`config.mk`:
```
export PLATFORM = sky130hd
export DESIGN_NAME = cvt_req_scheduler
export DESIGN_NICKNAME = d
export VERILOG_FILES = /design/src/rtl/cvt_req_scheduler.sv
export SDC_FILE = /design/constraint.sdc
export NUM_CORES = 1
export LEC_CHECK = 0
export ABC_AREA = 1
export CAP_MARGIN = 0
export CORE_UTILIZATION = 31
export DETAILED_ROUTE_END_ITERATION = 12
export GPL_TIMING_DRIVEN = 0
export HOLD_SLACK_MARGIN = 0.08
export PLACE_DENSITY = 0.48
export SLEW_MARGIN = 5
export SYNTH_ARGS = -nofsm -noshare
export SYNTH_HDL_FRONTEND = slang
export SYNTH_SLANG_ARGS = --single-unit
```
`constraint.sdc`:
```
create_clock -name clk -period 5.82 [get_ports clk]
set_input_delay 0.873 -clock clk [delete_from_list [all_inputs] [get_ports clk]]
set_output_delay 0.873 -clock clk [all_outputs]
set_load 0.02 [all_outputs]
```
`src/rtl/cvt_req_scheduler.sv`:
```
// Round-robin scheduler sharing one int-to-float conversion unit between NREQ
// requesters through a two-stage valid/ready pipeline; results carry the requester tag.

module cvt_conversion_unit (
  input  logic        is_unsigned_i,
  input  logic [1:0]  rm_i,
  input  logic [31:0] i_i,
  output logic [31:0] f_o
);

  typedef enum logic [1:0] {RM_RNE, RM_RTZ, RM_RDN, RM_RUP} rm_e;

  logic        sign;
  logic [31:0] mag;
  logic [4:0]  lz;
  logic [31:0] norm;
  logic [7:0]  exp_raw;
  logic [22:0] mant;
  logic        guard;
  logic        sticky;
  logic        inc;
  logic [30:0] rounded;

  // NOTE: every combinational output gets a default before any branch, so no latch is inferred.
  always_comb begin
    sign = !is_unsigned_i && i_i[31];
    mag  = sign ? (~i_i + 32'd1) : i_i;
    lz   = 5'd0;
    // Scan upward so the highest set bit is the last (winning) assignment.
    for (int b = 0; b < 32; b++) begin
      if (mag[b]) lz = 5'(31 - b);
    end
    norm    = mag << lz;
    exp_raw = 8'd158 - {3'b000, lz};
    mant    = norm[30:8];
    guard   = norm[7];
    sticky  = |norm[6:0];
    inc     = 1'b0;
    case (rm_e'(rm_i))
      RM_RNE: inc = guard && (sticky || mant[0]);
      RM_RTZ: inc = 1'b0;
      RM_RDN: inc = sign && (guard || sticky);
      RM_RUP: inc = !sign && (guard || sticky);
      default: inc = 1'b0;
    endcase
    // A mantissa carry-out rolls naturally into the exponent field.
    rounded = {exp_raw, mant} + {30'd0, inc};
    f_o     = (mag == 32'd0) ? 32'd0 : {sign, rounded};
  end

endmodule

module cvt_req_scheduler #(
  parameter int NREQ = 2,
  parameter int IDW  = (NREQ > 1) ? $clog2(NREQ) : 1
) (
  input  logic                 clk,
  input  logic                 rst,
  input  logic [NREQ-1:0]      req_valid,
  output logic [NREQ-1:0]      req_ready,
  input  logic [NREQ-1:0]      req_is_unsigned,
  input  logic [2*NREQ-1:0]    req_rm,
  input  logic [32*NREQ-1:0]   req_i,
  output logic                 resp_valid,
  input  logic                 resp_ready,
  output logic [31:0]          resp_f,
  output logic [IDW-1:0]       resp_id,
  output logic                 idle
);

  logic            s1_valid_q, s1_valid_d;
  logic            s1_uns_q, s1_uns_d;
  logic [1:0]      s1_rm_q, s1_rm_d;
  logic [31:0]     s1_i_q, s1_i_d;
  logic [IDW-1:0]  s1_id_q, s1_id_d;
  logic            s2_valid_q, s2_valid_d;
  logic [31:0]     s2_f_q, s2_f_d;
  logic [IDW-1:0]  s2_id_q, s2_id_d;
  logic [IDW-1:0]  rr_ptr_q, rr_ptr_d;

  logic            s1_adv, s2_adv;
  logic            grant_valid;
  logic [IDW-1:0]  grant_idx;
  logic [IDW:0]    arb_sum;
  logic [IDW-1:0]  arb_idx;
  logic            accept;
  logic [31:0]     cvt_f;

  assign s2_adv = !s2_valid_q || resp_ready;
  assign s1_adv = !s1_valid_q || s2_adv;

  // Walk from the farthest candidate back to rr_ptr so the nearest requester wins.
  always_comb begin
    grant_valid = 1'b0;
    grant_idx   = '0;
    arb_sum     = '0;
    arb_idx     = '0;
    for (int k = NREQ - 1; k >= 0; k--) begin
      arb_sum = {1'b0, rr_ptr_q} + (IDW + 1)'(k);
      if (arb_sum >= (IDW + 1)'(NREQ)) arb_sum = arb_sum - (IDW + 1)'(NREQ);
      arb_idx = arb_sum[IDW-1:0];
      if (req_valid[arb_idx]) begin
        grant_valid = 1'b1;
        grant_idx   = arb_idx;
      end
    end
  end

  assign accept = grant_valid && s1_adv && !rst;

  always_comb begin
    req_ready = '0;
    if (accept) req_ready[grant_idx] = 1'b1;
  end

  cvt_conversion_unit u_cvt (
    .is_unsigned_i (s1_uns_q),
    .rm_i          (s1_rm_q),
    .i_i           (s1_i_q),
    .f_o           (cvt_f)
  );

  always_comb begin
    s1_valid_d = s1_valid_q;
    s1_uns_d   = s1_uns_q;
    s1_rm_d    = s1_rm_q;
    s1_i_d     = s1_i_q;
    s1_id_d    = s1_id_q;
    s2_valid_d = s2_valid_q;
    s2_f_d     = s2_f_q;
    s2_id_d    = s2_id_q;
    rr_ptr_d   = rr_ptr_q;

    if (s1_adv) s1_valid_d = accept;
    if (accept) begin
      s1_uns_d = req_is_unsigned[grant_idx];
      s1_rm_d  = req_rm[{grant_idx, 1'b0} +: 2];
      s1_i_d   = req_i[{grant_idx, 5'b00000} +: 32];
      s1_id_d  = grant_idx;
      rr_ptr_d = (grant_idx == IDW'(NREQ - 1)) ? '0 : grant_idx + IDW'(1);
    end

    if (s2_adv) begin
      s2_valid_d = s1_valid_q;
      s2_f_d     = cvt_f;
      s2_id_d    = s1_id_q;
    end
  end

  // NOTE: state uses non-blocking assignments so every register samples pre-edge values.
  // NOTE: payload registers are reset too, because resp_f/resp_id must read zero out of reset.
  always_ff @(posedge clk or posedge rst) begin
    if (rst) begin
      s1_valid_q <= 1'b0;
      s1_uns_q   <= 1'b0;
      s1_rm_q    <= 2'b00;
      s1_i_q     <= 32'd0;
      s1_id_q    <= '0;
      s2_valid_q <= 1'b0;
      s2_f_q     <= 32'd0;
      s2_id_q    <= '0;
      rr_ptr_q   <= '0;
    end else begin
      s1_valid_q <= s1_valid_d;
      s1_uns_q   <= s1_uns_d;
      s1_rm_q    <= s1_rm_d;
      s1_i_q     <= s1_i_d;
      s1_id_q    <= s1_id_d;
      s2_valid_q <= s2_valid_d;
      s2_f_q     <= s2_f_d;
      s2_id_q    <= s2_id_d;
      rr_ptr_q   <= rr_ptr_d;
    end
  end

  assign resp_valid = s2_valid_q;
  assign resp_f     = s2_f_q;
  assign resp_id    = s2_id_q;
  assign idle       = !s1_valid_q && !s2_valid_q;

endmodule

```
**Word-level counts from Yosys, hierarchy flattened**

Index checks and enable logic that the tools add are counted.
Widths: inputs -> output; s select.

- Memory bits (read-only): 0
- Bits in writable memories: 0
- Word-level logic and storage cells: 100
- Latch bits: 0
- Register bits: 72
- Memories: 0

- $lt $le $gt $ge: 6
- Multiply operators: 0
- Eq/ne operators: 3
- Bitwise operators: 1
- Reductions and logical operators: 20
- Mux-type cells: 51
- Add/subtract/negate cells: 7
- Div/mod/pow operators: 0
- Shift operators: 3

Operators by type and width:

| operator | count |
|---|---|
| $mux 5 | 32 |
| $mux 32 | 2 |
| $shiftx 64x7->32 | 1 |
| $add 32x1->32 const B | 1 |
| $logic_not 32->1 | 1 |
| $not 32->32 | 1 |
| $shl 32x5->31 | 1 |
| $add 31x1->31 | 1 |
| $mux 1 | 14 |
| $logic_and 1x1->1 | 8 |
| $sub 8x5->8 const A | 1 |
| $reduce_or 7->1 | 1 |
| $lt 1x2->1 const B | 3 |
| $logic_not 1->1 | 5 |
| $eq 2x2->1 const B | 2 |
| $logic_or 1x1->1 | 4 |
| $pmux 1 s4 | 1 |
| $shiftx 4x3->2 | 1 |
| $add 1x1->2 const B | 1 |
| $eq 2x1->1 const B | 1 |
| $ge 1x2->1 const B | 1 |
| $ge 2x2->1 const B | 1 |
| $logic_not 2->1 | 1 |
| $mux 2 | 1 |
| other kinds (4) | 5 |

**Logic depth before layout (Yosys ltp)**

- Depth after elaboration: 42
- Gate-level depth with buffers: 57
- Depth with buffers taken out: 56

**Cells and area by module**

A second synthesis with hierarchy kept.

- Cells, all modules: 1,338
- Area, all modules: 7,802.5 µm²

Modules (own cells, without submodules):

| module | area each (µm²) | sequential area each (µm²) | instances | cells an instance |
|---|---|---|---|---|
| cvt_conversion_unit | 4,470.5 | 0.0 | 1 | 907 |
| cvt_req_scheduler | 3,331.9 | 1,801.7 | 1 | 431 |

**Worst setup path after synthesis**

Ideal clock, no wire load.

- Path type: reg-to-reg
- From: register s1_i_q[0]
- To: register s2_f_q[18] (netlist: resp_f[18])
- Stages on the path, launching flop included: 44
- Path buffers: 2
- Slack: 1,094 ps
- Library setup time: 117 ps
- Clock period less this slack: 4,726 ps
- Required time: 5,703 ps
- Arrival time: 4,609 ps
- Cells stage by stage: dfrtp_1 > inv_2 > ha_1 > nand4_1 > nor2_1 > nand2_1 > nor2_2 > nand2_1 > o41ai_2 > xor2_1 > inv_2 > nand2_1 > nand2_1 > nand2_1 > nand2_1 > nand2_1 > nand2_1 > nand2_1 > [8 not listed] > nand3_1 > nand2_1 > nand2_1 > nor2_1 > inv_1 > a41oi_1 > nand3_1 > a21oi_1 > ha_1 > nand4_4 > nor2_4 > nand2_1 > nor2_4 > nand2_1 > nor2_1 > nand2_1 > nand3_1 > nand2_1

- Word-level cells in the longest chain between the ends: 42
- Elaborated cells on any way between the ends: 46

Ends and longest elaborated chain:

| item | line | text |
|---|---|---|
| start, declared | 74 | `logic [31:0] s1_i_q, s1_i_d;` |
| start signal, assigned | 167 | `s1_i_q <= s1_i_d;` |
| $not 32->32 | 27 | `mag = sign ? (~i_i + 32'd1) : i_i;` |
| $add 32x1->32 | 27 |  |
| $mux 32 (*) | 27 |  |
| $mux 5 (32 in a row) | 31 | `if (mag[b]) lz = 5'(31 - b);` |
| $shl 32x5->31 | 33 | `norm = mag << lz;` |
| $reduce_or 7->1 | 37 | `sticky = \|norm[6:0];` |
| $logic_or 1x1->1 (on tied branches) | 42, 43, 40 |  |
| $logic_and 1x1->1 (on tied branches) | 43, 40, 42 |  |
| $pmux 1 s4 | 39 | `case (rm_e'(rm_i))` |
| $add 31x1->31 | 47 | `rounded = {exp_raw, mant} + {30'd0, inc};` |
| $mux 32 (*) | 48 | `f_o = (mag == 32'd0) ? 32'd0 : {sign, rounded};` |
| end signal, assigned | 160 | `s2_f_q <= 32'd0;` |
| end signal, assigned | 170 | `s2_f_q <= s2_f_d;` |
| end, declared | 77 | `logic [31:0] s2_f_q, s2_f_d;` |

Every way passes the cells marked *; elsewhere a longest branch is shown, timed or not.
A chain may end at the register's enable or synchronous reset.

**Final worst setup path**

- From: register s1_i_q[1]
- To: register s2_f_q[18] (netlist: resp_f[18])

- Word-level cells in the longest chain between the ends: 41
- Elaborated cells on any way between the ends: 45

Ends and longest elaborated chain:

| item | line |
|---|---|
| $not 32->32 | 27 |
| $add 32x1->32 | 27 |
| $mux 32 (*) | 27 |
| $mux 5 (31 in a row) | 31 |
| $shl 32x5->31 | 33 |
| $reduce_or 7->1 | 37 |
| $logic_or 1x1->1 (on tied branches) | 42, 43, 40 |
| $logic_and 1x1->1 (on tied branches) | 43, 40, 42 |
| $pmux 1 s4 | 39 |
| $add 31x1->31 | 47 |
| $mux 32 (*) | 48 |

Marks and branches as above.

==> summary.txt <==
Global route
  – Met3 GRT Util: 3.84%
  – Initial antenna violation count: 0
  – Largest net degree at the start of global routing: 40
  – Met1 Use GR: 34.1%
  – First-pass GRT wire length: 45,100 um
  – Aggregate global-route resource usage: 24.5%
  – Vias in the first global route: slightly above 8,000
  – Most congested layer reported by global routing: met2
  – GR Layer Usage met2: 38.7%
  – GRT Residual Overflow: 0

Setup path
  – CP endpoint kind: register
  – Critical path class: reg -> reg
  – Worst setup SP type: register
  – Reg2reg setup slack: around 0.28 ns
  – WP buf/inv: 3
  – CP peak stage delay: around 0.42 ns
  – Worst Path Arrival: approximately 5.8 ns
  – R2R depth: 38
  – Reg-to-reg endpoint: resp_f[18]
  – Worst reg2reg startpoint: s1_i_q[1]
  – Critical Path Most Common Cell: nand2_1
  – Cell family with most CP delay: simple AND/OR/NAND/NOR gates
  – Critical-path top delay cell: dfrtp_1
  – Crit Path Max Fanout: 5
  – CP required: 6.08 ns

Min path
  – Hold WC Path Type: reg -> reg
  – WHS Endpoint: resp_f[18]
  – Worst min-delay path startpoint: resp_f[18]
  – WHS Path Cells: 2

Synthesis
  – Seq cells post-synth: 72
  – Yosys warnings: 0
  – Mux cell area share after synthesis: 0%
  – Number of distinct library cells after synthesis: 45
  – Mapped Nets: ~1,300
  – Post-synthesis simple-gate area fraction: 54.0%
  – Top FF cell, synth: dfrtp_1
  – Post-synthesis sequential area ratio: approximately a quarter
  – Syn_area_per_cell: 6.02 um2
  – Ys async rst share: 100%
  – Post-synthesis adder-cell area fraction: 0.864%
  – Count of flip-flops with a built-in enable after synthesis: 0
  – Largest cells by area after synthesis: dfrtp_1, nand2_1, nand3_1
  – Compound-Gate Fraction of Synth Area: roughly 7.6%
  – Synth Instances: between 1,000 and 1,500
  – Post-synth top area share: 24.9%
  – Post-Syn Area: around 7200 um2
  – Largest family of logic cells by synthesized area: simple AND/OR/NAND/NOR gates
  – Post-Synth XOR/XNOR Area: 3.32%
  – Area leader, netlist: dfrtp_1

CTS
  – Clock Latency Late Sink: 0.37 ns
  – CTS Buf Count: 9
  – TritonCTS clock tree: built
  – Clock transition at path regs: 0.07 ns
  – Cts hold-fix bufs: 0
  – Clock Path Buffers: 2
  – H-Tree Depth: 3
  – Clk root buf: clkbuf_16
  – Sink Count: between 70 and 80

Place
  – PortBufs: 111
  – GPL Wtd Cong: 0.950
  – Detail Placement HPWL: between 20,000 and 25,000 um
  – Cell Area, Placed: 8770 um2

Pwr
  – Power Density: approximately 620 nW/um2
  – Peak VDD IR: 0.000205 V
  – Leakage: 4.56 nW

Drt
  – DRT iter0 DRCs: 571
  – Via count: 8,513
  – Final wirelength: between 20,000 and 30,000 um
  – DRC viols: 0
  – Drt pass-1 iters: 5
  – Post-DRT Antenna Nets: 0
  – Via density: 5.06
  – Avg WL per Cell: 17.0 um

Die
  – DIE HEIGHT: 155 um
  – Die Area: 24,000 um2
  – Die X: 155 um
  – Initial Util: a little under a third
  – CORE AREA: 22,800 um2
  – IO Count: between 100 and 150
  – Row Count: 55

Finish
  – Most common cell after layout, fill and taps aside: nand2_1
  – Leading cell types in the layout, fill and taps excluded: nand2_1, nand3_1, clkdlybuf4s50_1, nor2_1, inv_1
  – Utilization after layout: 43.8%
  – # diodes: 0
  – Layout cells sized above 1: between 10% and 20%
  – Nets: 1,445
  – Post-route cell area: approximately 10000 um2
  – Syn-to-layout area delta: 37.8%

Timing
  – F_max: 181 MHz
  – Final Critical Period: 5.54 ns
  – Worst-Margin Slew: about 0.8 ns
  – Final hold vios: 0
  – Worst rel slew slack: 46.4%
  – Crit share post-route: 95.2%
  – Clk_skew: 0.0105 ns
  – # setup viols final: 0
  – Max-slew violation count: 0

Run
  – Max-cap violations: 0

Status
  – Outcome: finished, final reports clean
worst min-delay path, delay by kind of cell, from the launching register on:
| kind | cells | cell delay (ns) |
|---|---|---|
| AND/OR/NAND/NOR | 2 | 0.10 |
| flip-flops | 1 | 0.34 |
where the power goes:
group	internal [mW]	leakage, nW	total, mW	switching (mW)
clock	0.381	0.162	0.647	0.266
sequential	0.661	0.875	0.763	0.103
combinational	1.66	3.52	4.77	3.11
total	2.70	4.56	6.18	3.48
area by class of cell:
cell class              count  area (um2)
fillers                  2467       12800
multi-input cells         979        5260
flip-flops and latches     72        1800
repair buffers            150        1460
well taps                 313         392
inverters                  99         383
plain buffers              54         354
clock buffers               9         225
clock inverters             7         103
layer usage:
layer  up-vias  share of wire [%]
met5         -                  0
met4         0                2.2
met3        33                5.6
met2       270                 45
met1      3958                 48
li1       4252                  -
metrics by stage:
step,TNS [ns],cells,power [mW],setup WS (ns),hold slack [ns]
floorplan,0,1204,3.56,1.09,0.464
global placement,-12.80,1628,4.88,-1.28,0.463
detailed placement,-9.39,1629,4.86,-0.658,0.468
CTS,0,1647,5.58,0.0127,0.486
global route,-0.0728,1683,6.70,-0.0376,0.494
finish,0,1683,6.18,0.281,0.479
worst max-delay path by stage:
| stage | start | to | slack, ns | cells past startpoint |
|---|---|---|---|---|
| after floorplan | s1_i_q[0] | resp_f[18] | 1.09 | 43 |
| after global placement | rst | req_ready[1] | -1.28 | 6 |
| after detailed placement | s1_i_q[0] | resp_f[18] | -0.66 | 38 |
| after CTS | s1_i_q[0] | resp_f[18] | 0.01 | 48 |
| after global routing | s1_i_q[1] | resp_f[18] | -0.04 | 36 |
| final | s1_i_q[1] | resp_f[18] | 0.28 | 38 |
logic make-up (layout without fill, tap and decap cells):
group / after synthesis / after routing
AOI/OAI and AO/OA: 84 / 84
buffers and inverters: 154 / 319
adders and majority gates: 5 / 5
DFF: 72 / 72
and+or+nand+nor: 865 / 866
xor gates and xnor gates: 24 / 24
cells in the mapped netlist, types with 3 or more instances:
cell,number
buf_4,4
a21oi_1,8
nand3_2,16
o21bai_1,3
o21ai_0,17
inv_2,12
nor3_2,5
nand2_2,7
nor2_4,6
xor2_1,18
buf_6,5
nor3_1,8
a31oi_1,4
o21ai_1,13
buf_2,24
clkbuf_1,19
o211ai_1,28
inv_1,86
ha_1,5
nand3_1,251
nand4_1,7
nor2_2,12
xor2_2,4
nand2_1,444
or2_2,5
nor2_1,93
dfrtp_1,72
repair_timing:
action | 4_1_cts | 5_1_grt
hold endpoints to repair | 0 | 0
cloned | 0 | 2
resized for setup | 22 | 123
setup buffers | 3 | 34
pin swaps | 4 | 36
setup endpoints to repair | 27 | 28
No activity file was read; power rests on OpenSTA's default activity.
